File: config.mk
export PLATFORM = sky130hd
export DESIGN_NAME = sump_command_decoder
export DESIGN_NICKNAME = d
export VERILOG_FILES = /design/src/rtl/sump_command_decoder.sv
export SDC_FILE = /design/constraint.sdc
export NUM_CORES = 1
export LEC_CHECK = 0
export CELL_PAD_IN_SITES_DETAIL_PLACEMENT = 1
export CELL_PAD_IN_SITES_GLOBAL_PLACEMENT = 2
export CORE_ASPECT_RATIO = 2
export CORE_MARGIN = 2
export CORE_UTILIZATION = 38
export CTS_CLUSTER_SIZE = 16
export DETAILED_ROUTE_END_ITERATION = 8
export GPL_ROUTABILITY_DRIVEN = 0
export GPL_TIMING_DRIVEN = 0
export PLACE_DENSITY_LB_ADDON = 0.1
export REMOVE_ABC_BUFFERS = 1
export SKIP_CTS_REPAIR_TIMING = 1
export SKIP_LAST_GASP = 1
export SYNTH_ARGS = -nofsm -noshare
export SYNTH_HDL_FRONTEND = slang
export SYNTH_SLANG_ARGS = --single-unit
File: constraint.sdc
create_clock -name clock -period 2.8 [get_ports clock]
set_input_delay 0.42 -clock clock [delete_from_list [all_inputs] [get_ports clock]]
set_output_delay 0.42 -clock clock [all_outputs]
set_load 0.02 [all_outputs]
File: src/rtl/sump_command_decoder.sv
// sump_command_decoder: assembles SUMP short/long commands from the uart_rx byte stream
//
// Ports:
//   clock        system clock
//   ext_reset_n  asynchronous active-low reset
//   rx_data      received byte from uart_rx
//   rx_valid     one-cycle strobe, rx_data valid this cycle
//   rx_error     one-cycle strobe, framing/parity error on the current byte
//   opcode       opcode of the last completed command
//   command      argument of the last completed command, first argument byte in [7:0]
//   cmd_recv_rx  one-cycle strobe, opcode/command hold a new complete command
//   busy         high while a long command is partially received
//   cmd_error    one-cycle strobe, partial command dropped (timeout or rx_error)
module sump_command_decoder #(
    parameter int TIMEOUT_CYCLES = 1000000,
    parameter int CNT_W = $clog2(TIMEOUT_CYCLES + 1)
) (
    input  logic        clock,
    input  logic        ext_reset_n,
    input  logic [7:0]  rx_data,
    input  logic        rx_valid,
    input  logic        rx_error,
    output logic [7:0]  opcode,
    output logic [31:0] command,
    output logic        cmd_recv_rx,
    output logic        busy,
    output logic        cmd_error
);
    typedef enum logic {IDLE, ARGS} state_t;

    localparam logic [CNT_W-1:0] LAST = CNT_W'(TIMEOUT_CYCLES - 1);
    localparam logic [CNT_W-1:0] MAX  = CNT_W'(TIMEOUT_CYCLES);

    state_t           state;
    logic [1:0]       byte_cnt;
    logic [CNT_W-1:0] timeout;
    logic [7:0]       sh_op;
    logic [31:0]      sh_arg;

    always_ff @(posedge clock or negedge ext_reset_n) begin
        if (!ext_reset_n) begin
            state       <= IDLE;
            opcode      <= '0;
            command     <= '0;
            cmd_recv_rx <= 1'b0;
            busy        <= 1'b0;
            cmd_error   <= 1'b0;
            byte_cnt    <= '0;
            timeout     <= '0;
            sh_op       <= '0;
            sh_arg      <= '0;
        end else begin
            cmd_recv_rx <= 1'b0;
            cmd_error   <= 1'b0;
            case (state)
                IDLE: begin
                    timeout <= '0;
                    // an errored byte in IDLE is silently ignored
                    if (rx_valid && !rx_error) begin
                        if (!rx_data[7]) begin
                            opcode      <= rx_data;
                            command     <= '0;
                            cmd_recv_rx <= 1'b1;
                        end else begin
                            sh_op    <= rx_data;
                            sh_arg   <= '0;
                            byte_cnt <= '0;
                            busy     <= 1'b1;
                            state    <= ARGS;
                        end
                    end
                end
                ARGS: begin
                    if (rx_error) begin
                        // rx_error wins over a simultaneous rx_valid
                        cmd_error <= 1'b1;
                        busy      <= 1'b0;
                        byte_cnt  <= '0;
                        timeout   <= '0;
                        state     <= IDLE;
                    end else if (rx_valid) begin
                        sh_arg[{byte_cnt, 3'b000} +: 8] <= rx_data;
                        byte_cnt <= byte_cnt + 2'd1;
                        timeout  <= '0;
                        if (byte_cnt == 2'd3) begin
                            // final byte bypasses the shadow so the strobe is one cycle after it
                            opcode      <= sh_op;
                            command     <= {rx_data, sh_arg[23:0]};
                            cmd_recv_rx <= 1'b1;
                            busy        <= 1'b0;
                            state       <= IDLE;
                        end
                    end else if (timeout == LAST) begin
                        cmd_error <= 1'b1;
                        busy      <= 1'b0;
                        byte_cnt  <= '0;
                        timeout   <= '0;
                        state     <= IDLE;
                    end else if (timeout != MAX) begin
                        timeout <= timeout + CNT_W'(1);
                    end
                end
                default: state <= IDLE;
            endcase
        end
    end
endmodule

### Word-level counts from Yosys, hierarchy flattened

Cells that the tools add are included.

* add/subtract/negate cells: 3
* multipliers: 0
* div/mod/pow operators: 0
* $lt $le $gt $ge: 0
* equality and inequality tests: 12
* shifts and indexed selects: 2
* mux-type cells: 53
* bitwise gates (word level): 1
* reduce and logical (&&, ||, !) cells: 7

Operator list (number)
* $mux 32: 9
* $pmux 32 s2: 2
* $mux 20: 4
* $mux 8: 5
* $pmux 20 s2: 1
* $bwmux 32: 1
* $shift 8x7->32 const A: 1
* $shiftx 8x7->32: 1
* $mux 1: 21
* $add 20x1->20 const B: 1
* $eq 20x20->1 const B: 1
* $ne 20x20->1 const B: 1
* $pmux 8 s2: 1
* $mux 2: 5
* $ne 2x2->1 const B: 5
* $ne 4x3->1 const B: 2
* $reduce_and 4->1: 2
* $neg 5->7: 1
* $pmux 1 s2: 3
* $reduce_and 3->1: 2
* $ne 5x3->1 const B: 1
* $reduce_and 5->1: 1
* $pmux 2 s2: 1
* $add 2x1->2 const B: 1
* other kinds (5): 5

* register bits after elaboration: 106
* latch bits: 0
* bits in writable memories: 0
* memory bits (read-only): 0
* input bits: 12
* output and inout port bits: 43
* logic and storage cells: 88
* memories kept: 0

### Depth between registers and ports, before layout

* depth after elaboration: 6
* depth in mapped cells: 7
* mapped depth without buffers: 6

### Least setup slack after synthesis

OpenSTA, ideal clock, no wires.

* kind: reg-to-reg
* start: register timeout[0]
* end: register timeout[18]
* library setup time: 0.077 ns
* arrival time: 1.813 ns
* required time: 2.723 ns
* path slack: 0.909 ns
* cell stages (with the launch flop): 6
* path buffers: 0
* clock period less this slack: 1.891 ns
* path through: dfrtp_1 -> ha_1 -> nand2_1 -> or4_4 -> or4_1 -> a21oi_1

* cells in the longest elaborated chain, start to end: 6
* elaborated cells between the ends (all ways): 9
* those cells by class: add/sub: 1; eq/ne: 3; mux: 5

Ends and longest elaborated chain
* from (decl): RTL line 36 `logic [CNT_W-1:0] timeout;`
* from (signal assigned): RTL line 100 `timeout <= timeout + CNT_W'(1);`
* $add 20x1->20: RTL line 100
* $mux 20: RTL line 99 `end else if (timeout != MAX) begin`
* $mux 20: RTL line 93 `end else if (timeout == LAST) begin`
* $mux 20: RTL line 81 `end else if (rx_valid) begin`
* $mux 20: RTL line 74 `if (rx_error) begin`
* $pmux 20 s2: RTL line 55 `case (state)`

Parallel ways exist; a longest one is shown, timed or not. The select of a mux whose other input is x is not followed.
A chain may end at the register's enable or synchronous reset.

### Worst setup path in the final report

* start: input rx_valid
* end: register command[11]

* cells in the longest elaborated chain, start to end: 3
* elaborated cells between the ends (all ways): 4
* those cells by class: eq/ne: 2; reduce/logical: 2

Ends and longest elaborated chain
* from (decl): RTL line 21 `input logic rx_valid,`
* $logic_and 1x1->1: RTL line 59 `if (rx_valid && !rx_error) begin`
* $ne 2x2->1 (no source line)
* $reduce_and 5->1 (no source line) *
* to (signal assigned): RTL line 88 `command <= {rx_data, sh_arg[23:0]};`
* to (decl): RTL line 24 `output logic [31:0] command,`

Mark *: on every way between the ends. The rest lies on a longest branch, timed or not.

==> flow_summary.ini <==
[synth]
synth_edf_count = 0
fraction_of_registers_with_async_set_or_reset_after_synthesis_pct = 100.0
yosys_most_used_dff = sky130_fd_sc_hd__dfrtp_1
synth_cells = 418
yosysTopAreaCellShare_pct = 58.01
yosys_warnings = 0
synth.lib_cells_used.distinct = 43
avgSynthCellArea_um2 = 10.11
dominant_combinational_cell_family_by_area_after_synthesis = simple AND/OR/NAND/NOR gates
synth.area.top_cells = sky130_fd_sc_hd__dfrtp_1 58%, sky130_fd_sc_hd__nand2_1 7.3%, sky130_fd_sc_hd__nand3_1 5.9%
post_synth_xor_area_fraction_pct = 1.864
yosys.area_share.simple_pct = 22.20
yosys.area.top_type = sky130_fd_sc_hd__dfrtp_1
cell_area_after_technology_mapping_um2 = 4228
yosys-mux-area-fraction_pct = 3.522
synth_adder_area_share_pct = 1.776
post_synthesis_sequential_area_ratio_pct = 58.01
area_fraction_in_compound_gates_after_synthesis_pct = 9.529
yosys_register_bits = 98

[routing]
drtAntennaViolNets = 0
remaining_drc_errors = 0
avgRoutedWirePerCell_um = 17.05
wirelength_um = 10470
initialDrtViolationCount = 98
num_vias = 3270
vias_per_cell = 5.326
detailedRoute.firstPassIterationCount = 4

[floorplanning]
rows = 54
start_util_pct = 38.87
die-width_um = 78.59
chipHeight_um = 153.2
top_level_ports = 55
dieArea_um2 = 12040
core_region_area_um2 = 10880

[place]
placement.io_buffers = 54
dp.final_hpwl_um = 7359
post_dp_cell_area_um2 = 4962

[sta]
timing.clock.skew_ns = 0.006689
report.final.setup_viol = 0
rsz0062_at_grt = no
slew_viol_final = 0
tns_ns = 0
period_share_pct = 92.51
timing_worst_slew_pin_value_ns = 1.161
maxClockFrequency_mhz = 386.1
finalHoldViolCount = 0
timing.final.crit_period_ns = 2.590
slew-limit-headroom_pct = 22.63

[flow_run]
max_capacitance_violation_count = 0

[critical_path]
regToRegSetupSlack_ns = 0.38
cp_cell_sequence = clkdlybuf4s50_1 > nor2b_1 > nand3_2 > clkinvlp_4 > nand3_1 > nand2_1
cp-start-kind = primary input
critPathRequiredTime_ns = 3.08
timing.reg2reg.worst_path_depth = 5
critPathTopFamily = simple AND/OR/NAND/NOR gates
critical_path_arrival_ns = 2.87
critical_path_cell_with_the_highest_stage_delay = sky130_fd_sc_hd__clkinvlp_4
crit_buf_inv = 2
worstSetupEndpointType = flip-flop
max_fanout_on_critical_path = 34
crit-reg2reg-launch = state
crit-reg2reg-capture = command[11]
critical-path-max-stage-delay_ns = 0.65
crit_type = in2reg

[finish]
fill_cells = 1228
nNetsFinal = 487
num_antenna_cells = 0
area_growth_synth_to_finish_pct = 24.77
layout.cells.most_common = sky130_fd_sc_hd__dfrtp_1
most-common-layout-cells = 97 x sky130_fd_sc_hd__dfrtp_1, 82 x sky130_fd_sc_hd__nand2_1, 53 x sky130_fd_sc_hd__clkdlybuf4s50_1
design_area_um2 = 5275
post_route_cells_drive_above_1_share_pct = 8.228
finish.utilization_pct = 48.49

[pwr]
peakVddDrop_mv = 0.3951
power.total_uw = 3244
power_density_nw_per_um2 = 614.9
pleak_uw = 0.002312

[global_route]
grt-ovfl-total = 0
vias_in_the_first_global_route = 3439
antenna_found_initial = 0
grt_start_max_net_pins = 57
globalRouteTotalUtil_pct = 18.69
grt_first_pass_wirelength_um = 17510

[clocking]
clock_tree_from_tritoncts = done
tritoncts_buffer_count = 9
worst_skew_pair.late_latency_ns = 0.34
tritoncts_num_sinks = 98
clk_pin_slew_worst_paths_ns = 0.07
ctsHtreeMaxLevel = 3
clock_tree.buffer_depth = 2
clk_root_buffer_cell = sky130_fd_sc_hd__clkbuf_16

[status]
run_status = finished clean

[worst_hold_path]
holdCritPathClass = in2async
==> synthesized netlist by cell type (all sizes together) (4+ instances only) <==
library cell / n
or4: 4
buf: 4
nand2b: 4
a21oi: 14
inv: 15
clkbuf: 14
nand2: 82
o21ai: 27
nor4: 4
dfrtp: 98
xnor2: 6
mux2: 7
a22o: 16
mux2i: 7
or3: 6
nand3: 51
ha: 6
nor2: 13
nand4: 4
nor3: 8
==> through the flow <==
step	hold slack [ns]	setup slack, ns	cells
after floorplan	0.1244	-0.6431	400
after global placement	0.4492	-2.637	594
after detailed placement	0.4572	-0.4643	598
after CTS	0.1006	-0.1097	614
after global routing	0.1096	0.06247	614
final	0.07820	0.2098	614
==> sequential cells by signal, summed over array words and instances (netlist names) <==
signal	count
timeout	20
cmd_recv_rx	1
sh_arg	24
byte_cnt	2
command	32
sh_op	8
opcode	8
busy	1
cmd_error	1
state	1
==> worst max path at each step <==
stage / to / depth (start not counted) / slack (ns) / startpoint
floorplan: command[0] / 5 / -0.64 / state
global placement: command[0] / 5 / -2.64 / state
detailed placement: command[11] / 6 / -0.46 / rx_data[7]
CTS: command[11] / 6 / -0.11 / rx_data[7]
global route: command[0] / 6 / 0.06 / rx_valid
finish: command[11] / 6 / 0.21 / rx_valid
==> per-layer routing <==
metal	share of wire [%]	wire length [µm]	track usage [%]	vias up
met2	58	6100	35.12	43
li1	-	-	-	1547
met1	38	3977	20.86	1667
met4	1.6	170	6.433	0
met5	0	0	0	-
met3	2.1	219	2.774	13
==> power by group <==
group	switching, µW	internal (µW)
clock	533	718
combinational	240	181
sequential	60.6	1510
==> final cells by class <==
cell class | count | area (µm²) | share of cell area (%)
flip-flops and latches | 98 | 2454 | 46.51
multi-input cells | 286 | 1658 | 31.43
repair buffers | 58 | 620.6 | 11.76
clock buffers | 10 | 239.0 | 4.530
well taps | 140 | 175.2 | 3.321
clock inverters | 6 | 65.06 | 1.233
inverters | 16 | 63.81 | 1.210
==> cells by family (layout without fill, tap and decap cells) <==
family          Yosys count  after routing
simple gates            193            193
flops                    98             98
compound gates           64             64
buf+inv                  34             90
mux                      14             14
xor+xnor                  9              9
fa+ha+maj                 6              6
(Power assumes the default switching activity.)
